### config.mk
export PLATFORM = sky130hd
export DESIGN_NAME = pipe_stage_reg
export DESIGN_NICKNAME = d
export VERILOG_FILES = /design/src/rtl/pipe_stage_reg_pkg.sv /design/src/rtl/pipe_capture_fifo.sv /design/src/rtl/pipe_stage_reg.sv
export SDC_FILE = /design/constraint.sdc
export NUM_CORES = 1
export LEC_CHECK = 0
export BUFFER_PORTS_ARGS = -buffer_cell sky130_fd_sc_hd__buf_2
export CAP_MARGIN = 20
export CORE_MARGIN = 5
export CORE_UTILIZATION = 52
export DETAILED_ROUTE_END_ITERATION = 8
export MAX_ROUTING_LAYER = met4
export PLACE_DENSITY_LB_ADDON = 0.08
export SYNTH_ARGS = -nofsm -noshare
export SYNTH_HDL_FRONTEND = slang
export SYNTH_SLANG_ARGS = --single-unit
### constraint.sdc
create_clock -name clk -period 8.5 [get_ports clk]
set_clock_uncertainty 0.1 [all_clocks]
set_input_delay 0.425 -clock clk [delete_from_list [all_inputs] [get_ports clk]]
set_output_delay 0.425 -clock clk [all_outputs]
set_load 0.01 [all_outputs]
### src/rtl/pipe_stage_reg_pkg.sv
// Shared pipeline constants and small helpers used by the stage register slice.
package pipe_stage_reg_pkg;

  localparam logic        RstEnable = 1'b1;
  localparam logic        Stop      = 1'b1;
  localparam logic        NoStop    = 1'b0;
  localparam logic [31:0] ZeroWord  = 32'h0000_0000;

  // Pointer width for a ring of `depth` entries; never narrower than one bit.
  function automatic int unsigned ptr_width(input int unsigned depth);
    return (depth > 1) ? $clog2(depth) : 1;
  endfunction

endpackage : pipe_stage_reg_pkg

### src/rtl/pipe_capture_fifo.sv
// Small synchronous ring-buffer FIFO holding stalled upstream payloads.
// Full pushes without a same-edge pop are ignored; the caller flags overflow.
module pipe_capture_fifo
  import pipe_stage_reg_pkg::*;
#(
  parameter int unsigned WIDTH = 64,
  parameter int unsigned DEPTH = 2
) (
  input  logic                         clk,
  input  logic                         rst,
  input  logic                         clr_i,
  input  logic                         push_i,
  input  logic                         pop_i,
  input  logic [WIDTH-1:0]             data_i,
  output logic [WIDTH-1:0]             head_c_o,
  output logic [$clog2(DEPTH+1)-1:0]   count_o,
  output logic                         full_c_o,
  output logic                         empty_c_o
);

  localparam int unsigned CNT_W = $clog2(DEPTH + 1);
  localparam int unsigned PTR_W = ptr_width(DEPTH);

  logic [WIDTH-1:0] mem_q [DEPTH];
  logic [PTR_W-1:0] wr_ptr_q, wr_ptr_d;
  logic [PTR_W-1:0] rd_ptr_q, rd_ptr_d;
  logic [CNT_W-1:0] count_q,  count_d;
  logic             do_push;
  logic             do_pop;

  // Advance a pointer, wrapping at DEPTH (DEPTH need not be a power of two).
  function automatic logic [PTR_W-1:0] ptr_inc(input logic [PTR_W-1:0] ptr);
    return (ptr == PTR_W'(DEPTH - 1)) ? '0 : ptr + PTR_W'(1);
  endfunction

  assign full_c_o  = (count_q == CNT_W'(DEPTH));
  assign empty_c_o = (count_q == '0);
  assign head_c_o  = mem_q[rd_ptr_q];
  assign count_o   = count_q;

  // Pointer and occupancy next-state; a full FIFO still accepts a push when it pops.
  always_comb begin
    do_pop   = pop_i && !empty_c_o && !clr_i && (rst != RstEnable);
    do_push  = push_i && (!full_c_o || do_pop) && !clr_i && (rst != RstEnable);
    wr_ptr_d = wr_ptr_q;
    rd_ptr_d = rd_ptr_q;
    count_d  = count_q;
    if (clr_i) begin
      wr_ptr_d = '0;
      rd_ptr_d = '0;
      count_d  = '0;
    end else begin
      if (do_push) wr_ptr_d = ptr_inc(wr_ptr_q);
      if (do_pop)  rd_ptr_d = ptr_inc(rd_ptr_q);
      count_d = count_q + CNT_W'(do_push) - CNT_W'(do_pop);
    end
  end

  // Control state register.
  always_ff @(posedge clk) begin
    if (rst == RstEnable) begin
      wr_ptr_q <= '0;
      rd_ptr_q <= '0;
      count_q  <= '0;
    end else begin
      wr_ptr_q <= wr_ptr_d;
      rd_ptr_q <= rd_ptr_d;
      count_q  <= count_d;
    end
  end

  // Payload storage; entries are only meaningful while counted, so no reset.
  always_ff @(posedge clk) begin
    if (do_push) mem_q[wr_ptr_q] <= data_i;
  end

endmodule : pipe_capture_fifo

### src/rtl/pipe_stage_reg.sv
// Pipeline-stage register with valid bit, flush, and an in-order capture FIFO
// that catches upstream results still arriving while this stage is stalled.
module pipe_stage_reg
  import pipe_stage_reg_pkg::*;
#(
  parameter int unsigned DATA_W    = 32,
  parameter int unsigned ADDR_W    = 32,
  parameter int unsigned STALL_W   = 6,
  parameter int unsigned STAGE     = 1,
  parameter int unsigned BUF_DEPTH = 2
) (
  input  logic                              clk,
  input  logic                              rst,
  input  logic [STALL_W-1:0]                stall,
  input  logic                              flush,
  input  logic                              in_valid,
  input  logic [ADDR_W-1:0]                 in_pc,
  input  logic [DATA_W-1:0]                 in_data,
  output logic                              out_valid,
  output logic [ADDR_W-1:0]                 out_pc,
  output logic [DATA_W-1:0]                 out_data,
  output logic [$clog2(BUF_DEPTH+1)-1:0]    buf_count,
  output logic                              buf_ovf
);

  localparam int unsigned ENTRY_W = ADDR_W + DATA_W;

  // Reject illegal parameterisations at elaboration.
  generate
    if (STAGE + 2 > STALL_W) begin : g_bad_stage
      $error("pipe_stage_reg: STAGE must satisfy 0 <= STAGE <= STALL_W-2");
    end
    if (BUF_DEPTH < 1 || BUF_DEPTH > 8) begin : g_bad_depth
      $error("pipe_stage_reg: BUF_DEPTH must be in 1..8");
    end
  endgenerate

  logic               su;
  logic               sd;
  logic               fifo_push;
  logic               fifo_pop;
  logic               fifo_full;
  logic               fifo_empty;
  logic [ENTRY_W-1:0] fifo_head;
  logic [ADDR_W-1:0]  head_pc;
  logic [DATA_W-1:0]  head_data;
  logic               ovf_evt;

  logic               valid_q, valid_d;
  logic [ADDR_W-1:0]  pc_q,    pc_d;
  logic [DATA_W-1:0]  data_q,  data_d;
  logic               ovf_q,   ovf_d;

  assign su        = stall[STAGE];
  assign sd        = stall[STAGE+1];
  assign head_pc   = fifo_head[DATA_W +: ADDR_W];
  assign head_data = fifo_head[0 +: DATA_W];

  // Capture while upstream is stopped, or behind older buffered entries so
  // a live input never overtakes them; drain one entry per advance.
  always_comb begin
    fifo_push = in_valid && !flush && ((su == Stop) || !fifo_empty);
    fifo_pop  = !flush && (su == NoStop) && !fifo_empty;
    ovf_evt   = fifo_push && fifo_full && !fifo_pop;
  end

  pipe_capture_fifo #(
    .WIDTH (ENTRY_W),
    .DEPTH (BUF_DEPTH)
  ) u_fifo (
    .clk       (clk),
    .rst       (rst),
    .clr_i     (flush),
    .push_i    (fifo_push),
    .pop_i     (fifo_pop),
    .data_i    ({in_pc, in_data}),
    .head_c_o  (fifo_head),
    .count_o   (buf_count),
    .full_c_o  (fifo_full),
    .empty_c_o (fifo_empty)
  );

  // Output next-state: flush, bubble, hold, replay, then live bypass.
  always_comb begin
    valid_d = valid_q;
    pc_d    = pc_q;
    data_d  = data_q;
    ovf_d   = ovf_q | ovf_evt;
    if (flush) begin
      valid_d = 1'b0;
      pc_d    = ADDR_W'(ZeroWord);
      data_d  = DATA_W'(ZeroWord);
    end else if (su == Stop) begin
      if (sd == NoStop) begin
        valid_d = 1'b0;
        pc_d    = ADDR_W'(ZeroWord);
        data_d  = DATA_W'(ZeroWord);
      end
    end else if (!fifo_empty) begin
      valid_d = 1'b1;
      pc_d    = head_pc;
      data_d  = head_data;
    end else begin
      valid_d = in_valid;
      pc_d    = in_pc;
      data_d  = in_data;
    end
  end

  // Output and sticky overflow registers.
  always_ff @(posedge clk) begin
    if (rst == RstEnable) begin
      valid_q <= 1'b0;
      pc_q    <= '0;
      data_q  <= '0;
      ovf_q   <= 1'b0;
    end else begin
      valid_q <= valid_d;
      pc_q    <= pc_d;
      data_q  <= data_d;
      ovf_q   <= ovf_d;
    end
  end

  assign out_valid = valid_q;
  assign out_pc    = pc_q;
  assign out_data  = data_q;
  assign buf_ovf   = ovf_q;

endmodule : pipe_stage_reg

==> results of run 1 <==
## path summary, 6_finish.rpt
check	end	start	cells past startpoint	slack, ns
max	u_fifo.mem_q[0][41]$_DFFE_PP_	u_fifo.count_o[1]$_SDFF_PP0_	4	5.71
min	u_fifo.mem_q[0][17]$_DFFE_PP_	in_data[17]	1	0.11
max reg2reg	u_fifo.mem_q[0][41]$_DFFE_PP_	u_fifo.count_o[1]$_SDFF_PP0_	4	5.71
min reg2reg	out_valid$_SDFFE_PP0P_	out_valid$_SDFFE_PP0P_	2	0.38
## cells in the final DEF (no fill, tap or decap), types with 2 or more instances in the layout
cell type,synthesis,final
and2_1,3,3
bufinv_16,0,3
clkinv_1,0,2
mux2_2,64,64
clkbuf_1,6,2
clkbuf_16,0,17
nor2_1,71,69
clkinv_2,0,4
nor4b_1,2,2
inv_1,4,4
clkbuf_8,0,3
ha_1,2,2
xor2_1,2,2
nand2_1,2,2
a222oi_1,64,64
nor2_4,0,2
dfxtp_1,71,70
buf_2,10,137
edfxtp_1,128,128
buf_4,1,6
## cells by family after synthesis
logic type,Yosys count
xor+xnor,3
fa+ha+maj,2
compound gates,69
buf+inv,42
mux,65
flops,199
simple gates,84
## registers in the layout, summed over array words and instances (netlist names), named ones only
register / count
out_data: 32
u_fifo.mem_q: 128
u_fifo.wr_ptr_q: 1
out_valid: 1
out_pc: 32
buf_ovf: 1
u_fifo.rd_ptr_q: 1
u_fifo.count_o: 2
## per-layer routing
layer  global-route usage, %  part of all wire (%)
met5                       -                     0
met1                    24.4                    42
met4                    6.91                   1.6
met2                    31.3                    50
met3                    4.29                   7.0
## power breakdown
part	leakage [nW]	internal, mW	total [mW]	switching, mW
clock	0.295	0.483	0.804	0.321
combinational	1.20	0.0403	0.0973	0.0571
sequential	1.73	1.05	1.05	0.00725
total	3.23	1.57	1.95	0.385
## critical path, cell delays in order (launching register included)
cell and delay (ns):
dfxtp_1 0.53, xor2_1 0.24, o211ai_1 0.23, nor2_4 0.68, buf_4 0.60
## area by class of cell
cell class,instances,share of cell area [%]
diodes,1,0.0288
flip-flops and latches,199,60.7
clock buffers,22,5.46
repair buffers,143,8.42
inverters,4,0.173
clock inverters,10,1.44
multi-input cells,223,21.2
well taps,180,2.60
## per-stage QoR
step	cell area, um2	hold WS, ns	cells
2_1_floorplan	7420	0.381	464
3_3_place_gp	8080	0.353	749
3_5_place_dp	8080	0.366	749
4_1_cts	8680	0.0838	781
5_1_grt	8680	0.0876	782
6_report	8680	0.109	782
==> flow_metrics.env, run 1 <==
export IMPL_num_io_pins=142
export IMPL_synth_simple_area_share_pct=4.89
export IMPL_rsz0062_at_grt="false"
export IMPL_clk_latency_ns=0.42
export IMPL_status="finished, final reports clean"
export IMPL_nets=664
export IMPL_ys_flop_type="edfxtp_1"
export IMPL_grt_pass1_wl_um=24300
export IMPL_drc_errors=0
export IMPL_finalCriticalPeriod_ns=2.79
export IMPL_gp_congestion=0.776
export IMPL_numClockSinks=199
export IMPL_worst_slack_ns=5.71
export IMPL_drt_initial_drc_count=532
export IMPL_crit_type="reg2reg"
export IMPL_worstHoldPathType="in2reg"
export IMPL_setup_tns_ns=0
export IMPL_synth_top_family_by_area="multiplexers"
export IMPL_grt_pass1_vias=4725
export IMPL_die_x_um=129
export IMPL_cts_tree="done"
export IMPL_synth_distinct_cells=28
export IMPL_cts_resized=0
export IMPL_synth_edff_count=128
export IMPL_worst_slew_pin_slew_ns=0.808
export IMPL_fmax_mhz=358
export IMPL_clk_pin_slew_ns=0.06
export IMPL_antenna_left=0
export IMPL_utilization_pct=62.3
export IMPL_num_rows=43
export IMPL_yosysMostFrequentCell="edfxtp_1"
export IMPL_synth_ff_latch_count=199
export IMPL_dr_total_vias=4579
export IMPL_dpl_hpwl_um=9130
export IMPL_totalPowerFinal_mw=1.95
export IMPL_finalHoldViolCount=0
export IMPL_netlist_area_um2=7420
export IMPL_syn_area_per_cell_um2=16.0
export IMPL_power_leakage_nw=3.23
export IMPL_die_y_um=129
export IMPL_post_drt_wl_per_cell_um=20.0
export IMPL_drv_slew=0
export IMPL_dp_slack_ns=5.57
export IMPL_relSlewSlack_pct=46.1
export IMPL_grt_overflow=0
export IMPL_cts_path_max_buffers=2
export IMPL_area_delta_synth_final_pct=16.9
export IMPL_finalCritPeriodShare_pct=32.9
export IMPL_cts_hold_buf=0
export IMPL_critPathLaunchType="flop"
export IMPL_max_vdd_ir_drop_mv=0.139
export IMPL_port_buffers=137
export IMPL_multi_input_area_um2=1840
export IMPL_via_per_inst=5.86
export IMPL_initial_core_util_pct=53.3
export IMPL_dieArea_um2=16800
export IMPL_grt_usage_pct=19.4
export IMPL_wl_um=15600
export IMPL_synthTopCellsByCount="128 x edfxtp_1, 71 x dfxtp_1, 71 x nor2_1, 64 x a222oi_1, 64 x mux2_2"
export IMPL_async_reset_ff_share_pct=0
export IMPL_end_kind="flop"
export IMPL_grt_max_degree=66
export IMPL_yosysTopAreaCellShare_pct=51.8
export IMPL_seqCellArea_um2=5270
export IMPL_worstPathArrival_ns=2.75
export IMPL_core_area_um2=13900
export IMPL_synthMuxAreaShare_pct=9.85
export IMPL_synth_seq_area_share_pct=70.9
export IMPL_numCtsBuffers=17
export IMPL_syn_nets=540
export IMPL_synth_compound_area_share_pct=9.16
export IMPL_root_buffer="clkbuf_16"
export IMPL_antenna_found_initial=1
export IMPL_synthXorXnorAreaFrac_pct=0.354
export IMPL_setup_viol=0
export IMPL_post_cts_setup_buffer_count=0
export IMPL_synthAdderAreaFrac_pct=0.337
export IMPL_dr_pass1_iters=8
export IMPL_synth_top_cells_by_area="edfxtp_1 52%, dfxtp_1 19%, mux2_2 9.7%, a222oi_1 8.6%, nor2_1 3.6%"
export IMPL_nFillCells=1086
export IMPL_synth_largest_area_cell="edfxtp_1"
export IMPL_cap_violations=0
export IMPL_worstPathMaxFanout=39
export IMPL_required_ns=8.45
export IMPL_layout_drive_gt1_share_pct=40.3
export IMPL_synthCells=464
export IMPL_cts_htree_levels=4
export IMPL_p_per_area_nw_per_um2=225
export IMPL_yosysWarnings=0
Note: power is estimated with default switching activity, not from simulation.
==> run 2, diff against run 1 <==
- ABC_AREA: unset -> 1
- CORE_UTILIZATION: 52 -> 50
- clock period: 8.5 -> 2.4 ns (I/O delays scaled with it)
==> run 2 against run 1 <==
  * Sequential power rose to 3.5 times the previous value
  * Clock power rose to 3.6 times the previous value
  * Largest cell class unchanged
  * Count of clock-buffer cells in the layout down 3
  * Via count up 31%
  * Non-clock buffer count up 76
  * Combinational power rose to 4.7 times the previous value
  * Register-to-register slack worse by 5.5 ns
  * Maximum frequency up 26%
  * Highest routed layer unchanged
  * Wire length up 14%
==> flow_metrics.env, run 2 <==
export IMPL_status="finished, final reports clean"
export IMPL_clk_latency_ns=0.43
export IMPL_die_x_um=136
export IMPL_ys_flop_type="edfxtp_1"
export IMPL_yosysTopAreaCellShare_pct=48.1
export IMPL_top_register="u_fifo.mem_q"
export IMPL_rsz0062_at_grt="false"
export IMPL_grt_pass1_wl_um=28400
export IMPL_synth_largest_area_cell="edfxtp_1"
export IMPL_gp_congestion=0.808
export IMPL_worstHoldPathType="in2reg"
export IMPL_post_cts_setup_buffer_count=0
export IMPL_syn_area_per_cell_um2=9.92
export IMPL_drv_slew=0
export IMPL_worstPathCellList="inv_2 > nand2_2 > buf_4 > o21ai_0 > dlygate4sd3_1 > a21oi_1"
export IMPL_fmax_mhz=450
export IMPL_diodes=0
export IMPL_numClockSinks=199
export IMPL_antenna_found_initial=0
export IMPL_clk_pin_slew_ns=0.07
export IMPL_synth_edff_count=128
export IMPL_crit_family="buffers and inverters"
export IMPL_end_kind="flop"
export IMPL_critPathLaunchType="flop"
export IMPL_slowest_stage="dlygate4sd3_1"
export IMPL_numCtsBuffers=17
export IMPL_grt_overflow=0
export IMPL_finalHoldViolCount=0
export IMPL_syn_nets=882
export IMPL_r2r_cells=6
export IMPL_yosysWarnings=0
export IMPL_cts_resized=0
export IMPL_worst_slew_pin_slew_ns=0.831
export IMPL_path_buf_inv=3
export IMPL_via_per_inst=4.90
export IMPL_num_rows=46
export IMPL_synthTopCellsByCount="171 x nand2_1, 128 x edfxtp_1, 108 x inv_1, 99 x a21oi_1, 72 x nor2_1"
export IMPL_nets=1072
export IMPL_max_vdd_ir_drop_mv=0.494
export IMPL_drt_initial_drc_count=219
export IMPL_hold_depth=4
export IMPL_crit_type="reg2reg"
export IMPL_post_drt_wl_per_cell_um=14.6
export IMPL_synth_distinct_cells=22
export IMPL_worstPathArrival_ns=2.47
export IMPL_dpl_hpwl_um=10200
export IMPL_setup_viol=0
export IMPL_port_buffers=137
export IMPL_largest_reg_flops=128
export IMPL_grt_usage_pct=20.0
export IMPL_layout_drive_gt1_share_pct=18.8
export IMPL_grt_pass1_vias=5870
export IMPL_max_stage_delay_ns=0.60
export IMPL_num_io_pins=142
export IMPL_cts_hold_buf=69
export IMPL_dr_pass1_iters=5
export IMPL_cap_violations=0
export IMPL_relSlewSlack_pct=44.6
export IMPL_p_per_area_nw_per_um2=696
export IMPL_antenna_left=0
export IMPL_finalCriticalPeriod_ns=2.22
export IMPL_worstPathMaxFanout=67
export IMPL_cts_htree_levels=4
export IMPL_root_buffer="clkbuf_16"
export IMPL_synth_seq_area_share_pct=65.8
export IMPL_initial_core_util_pct=50.7
export IMPL_required_ns=2.65
export IMPL_cts_path_max_buffers=2
export IMPL_netlist_area_um2=8000
export IMPL_setup_tns_ns=0
export IMPL_synth_ff_latch_count=199
export IMPL_die_y_um=136
export IMPL_grt_max_degree=68
export IMPL_wl_um=17900
export IMPL_power_leakage_nw=4.10
export IMPL_synthCells=806
export IMPL_holdWs_ns=0.0428
export IMPL_cts_tree="done"
export IMPL_synth_top_cells_by_area="edfxtp_1 48%, dfxtp_1 18%, nand2_1 8.0%, a21oi_1 6.2%, inv_1 5.1%"
export IMPL_most_common_layout_cells="170 x nand2_1, 137 x buf_2, 128 x edfxtp_1"
export IMPL_path_depth=6
export IMPL_layout_cells_most_common="nand2_1"
export IMPL_core_area_um2=15800
export IMPL_area_delta_synth_final_pct=26.6
export IMPL_drc_errors=0
export IMPL_yosysMostFrequentCell="nand2_1"
export IMPL_finalCritPeriodShare_pct=92.5
export IMPL_dieArea_um2=18600
export IMPL_dr_total_vias=6003
export IMPL_async_reset_ff_share_pct=0
## run 2: cell types whose count changed in the layout (fill, tap and decap cells not counted), moves of 64 or more
cell | previous run | this run
inv_1 | 4 | 106
a21oi_1 | 1 | 99
a222oi_1 | 64 | 0
dlygate4sd3_1 | 0 | 69
mux2_2 | 64 | 0
nand2_1 | 2 | 170
## run 2: area by class of cell
cell class | count | area [um2]
inverters | 110 | 417
clock buffers | 19 | 443
fillers | 1356 | 5640
repair buffers | 219 | 1510
multi-input cells | 449 | 2060
flip-flops and latches | 199 | 5270
clock inverters | 13 | 153
well taps | 216 | 270
## run 2: through the flow
step	util, %	instances	setup slack, ns	area [um2]	power (mW)
finish	64.2	1225	0.180	10100	7.05
floorplan	-	806	0.113	8010	4.00
global placement	56.1	1124	0.637	8840	4.15
CTS	64.2	1225	0.150	10100	7.12
global route	64.2	1225	0.0456	10100	7.32
detailed placement	56.1	1124	0.607	8840	4.16
## run 2: tightest hold or removal path: stages
cell,delay (ns)
buf_2,0.10
inv_1,0.07
nand3_1,0.15
a21oi_1,0.08
## run 2: logic make-up (layout without fill, tap and decap cells)
logic type | Yosys count | in the layout | synth area share [%]
buf+inv | 158 | 361 | 8.54
flops | 199 | 199 | 65.8
compound gates | 198 | 198 | 13.4
fa+ha+maj | 2 | 2 | 0.313
simple gates | 248 | 248 | 11.8
xor+xnor | 1 | 1 | 0.110
## run 2: routing by layer
layer  global-route usage (%)  vias to the layer above  share of wire, %  routed length, um
met5                        -                        -                 0                  0
met4                     6.22                        0               1.0                181
met3                     4.33                       16               5.1                903
met2                     33.2                      145                50               8920
met1                     24.6                     2814                44               7870
li1                         -                     3028                 -                  -
## run 2: final timing paths
check                                                   from                       end  slack, ns
worst min-delay path                                stall[1]                      flop       0.04
worst max register to register  u_fifo.count_o[0]$_SDFF_PP0_    out_valid$_SDFFE_PP0P_       0.18
worst min register to register      out_data[6]$_SDFFE_PP0P_  out_data[6]$_SDFFE_PP0P_       0.36
worst max-delay path            u_fifo.count_o[0]$_SDFF_PP0_    out_valid$_SDFFE_PP0P_       0.18
## run 2: report_power, final
| group | internal (mW) | total [mW] | leakage (nW) | switching, mW |
|---|---|---|---|---|
| Clock | 1.66 | 2.87 | 0.293 | 1.21 |
| Sequential | 3.70 | 3.72 | 1.73 | 0.0240 |
| Combinational | 0.207 | 0.457 | 2.07 | 0.250 |
| Total | 5.56 | 7.05 | 4.10 | 1.48 |
==> run 3, diff against run 2 <==
- RECOVER_POWER: unset -> 100
==> run 3 against run 2 <==
  * Maximum frequency grew 2.0%
  * Critical path type unchanged
  * Critical endpoint unchanged
  * Sequential power barely moved
  * Global-route usage did not move
  * Wire length about the same
  * Core utilization down 1.3 points
  * Non-clock buffer count unchanged
  * Clock power hardly changed
==> flow_metrics.env, run 3 (synthesis results as in run 2) <==
export IMPL_status="finished, final reports clean"
export IMPL_relSlewSlack_pct=22.9
export IMPL_layout_drive_gt1_share_pct=5.35
export IMPL_wl_um=17900
export IMPL_largest_reg_flops=128
export IMPL_clkPwrFrac_pct=40.8
export IMPL_cap_violations=0
export IMPL_finalCriticalPeriod_ns=2.18
export IMPL_power_leakage_nw=3.62
export IMPL_worst_slew_pin_slew_ns=1.16
export IMPL_grt_usage_pct=20.0
export IMPL_grt_pass1_wl_um=28400
export IMPL_antenna_found_initial=0
export IMPL_setup_tns_ns=0
export IMPL_p_sw_mw=1.48
export IMPL_antenna_left=0
export IMPL_clk_pin_slew_ns=0.07
export IMPL_dieArea_um2=18600
export IMPL_cts_tree="done"
export IMPL_core_area_um2=15800
export IMPL_dr_total_vias=5987
export IMPL_top_register="u_fifo.mem_q"
export IMPL_worstPathMaxFanout=67
export IMPL_drv_slew=0
export IMPL_required_ns=2.64
export IMPL_totalPowerFinal_mw=7.02
export IMPL_worstPathCellList="inv_1 > nand2_2 > buf_4 > o21ai_0 > dlygate4sd3_1 > a21oi_1"
export IMPL_num_rows=46
export IMPL_rsz0062_at_grt="false"
export IMPL_nFillCells=1441
export IMPL_swShare_pct=21.1
export IMPL_crit_type="reg2reg"
export IMPL_port_buffers=137
export IMPL_dp_slack_ns=0.607
export IMPL_cts_htree_levels=4
export IMPL_critPathLaunchType="flop"
export IMPL_clk_latency_ns=0.42
export IMPL_numClockSinks=199
export IMPL_cts_path_max_buffers=2
export IMPL_slowest_stage="dlygate4sd3_1"
export IMPL_p_int_mw=5.54
export IMPL_grt_pass1_vias=5870
export IMPL_nets=1072
export IMPL_die_y_um=136
export IMPL_crit_family="buffers and inverters"
export IMPL_pwr_share_seq_pct=53.0
export IMPL_most_common_layout_cells="171 x nand2_1, 133 x clkbuf_1, 128 x edfxtp_1"
export IMPL_die_x_um=136
export IMPL_dr_pass1_iters=5
export IMPL_max_vdd_ir_drop_mv=0.501
export IMPL_power_frac_comb_pct=6.1
export IMPL_dpl_hpwl_um=10200
export IMPL_fmax_mhz=459
export IMPL_numCtsBuffers=17
export IMPL_grt_max_degree=68
export IMPL_finalCritPeriodShare_pct=90.7
export IMPL_diodes=0
export IMPL_setup_viol=0
export IMPL_post_drt_wl_per_cell_um=14.6
export IMPL_drt_initial_drc_count=288
export IMPL_finalHoldViolCount=0
export IMPL_drc_errors=0
export IMPL_path_buf_inv=3
export IMPL_layout_cells_most_common="nand2_1"
export IMPL_max_stage_delay_ns=0.60
export IMPL_end_kind="flop"
export IMPL_holdWs_ns=0.0380
export IMPL_initial_core_util_pct=50.7
export IMPL_root_buffer="clkbuf_16"
export IMPL_worstPathArrival_ns=2.42
export IMPL_grt_overflow=0
export IMPL_area_delta_synth_final_pct=24.0
export IMPL_num_io_pins=142
export IMPL_via_per_inst=4.89
export IMPL_gp_congestion=0.808
export IMPL_worst_slack_ns=0.223
export IMPL_cts_resized=0
export IMPL_worstHoldPathType="in2reg"
export IMPL_p_per_area_nw_per_um2=707
run 3: cell types whose count changed in the layout (fill, tap and decap cells not counted), sizes merged:
cell,delta
buf,-139
clkbuf,+139
run 3: worst reg2reg max path, cell delays in order, from the launching register on:
cell	delay [ns]
dfxtp_1	0.37
inv_1	0.09
nand2_2	0.08
buf_4	0.56
o21ai_0	0.17
dlygate4sd3_1	0.60
a21oi_1	0.12
run 3: power by group through the flow:
| stage | Sequential, mW | Clock [mW] | Combinational [mW] |
|---|---|---|---|
| after floorplan | 3.81 | 0 | 0.184 |
| after global placement | 3.79 | 0 | 0.357 |
| after detailed placement | 3.80 | 0 | 0.370 |
| after CTS | 3.72 | 2.94 | 0.460 |
| after global routing | 3.72 | 3.08 | 0.484 |
| final | 3.72 | 2.86 | 0.431 |
run 3: cell type report:
type / count / area (um2) / area share, %
sequential: 199 / 5270 / 53.1
multi-input combinational: 449 / 2050 / 20.6
timing repair buffer: 219 / 1320 / 13.3
clock buffer: 19 / 443 / 4.47
inverter: 110 / 417 / 4.20
tap: 216 / 270 / 2.72
clock inverter: 13 / 153 / 1.54
run 3: what timing repair did:
item                                    CTS  global route
endpoints found under the setup margin    0             0
setup buffers                             0             0
hold buffers                             69             0
endpoints found under the hold margin   195             0
run 3: worst paths after layout:
| path | to | from | cells after the start | slack, ns |
|---|---|---|---|---|
| setup / recovery | out_valid$_SDFFE_PP0P_ | u_fifo.count_o[0]$_SDFF_PP0_ | 6 | 0.22 |
| hold / removal | flop | stall[1] | 4 | 0.04 |
| setup reg to reg | out_valid$_SDFFE_PP0P_ | u_fifo.count_o[0]$_SDFF_PP0_ | 6 | 0.22 |
| hold reg to reg | flop | u_fifo.rd_ptr_q$_SDFFE_PP0P_ | 2 | 0.36 |
run 3: stage by stage:
stage	area, um2	cells	utilization, %
final	9920	1225	62.9
after global placement	8840	1124	56.1
after detailed placement	8840	1124	56.1
after floorplan	8010	806	-
after CTS	10100	1225	64.2
after global routing	9920	1225	62.9
run 3: per-layer routing:
| layer | vias to the layer above | wire length, um | global-route usage (%) |
|---|---|---|---|
| met5 | - | 0 | - |
| met4 | 0 | 187 | 6.22 |
| met3 | 16 | 859 | 4.33 |
| met2 | 137 | 8950 | 33.2 |
| met1 | 2806 | 7860 | 24.6 |
| li1 | 3028 | - | - |
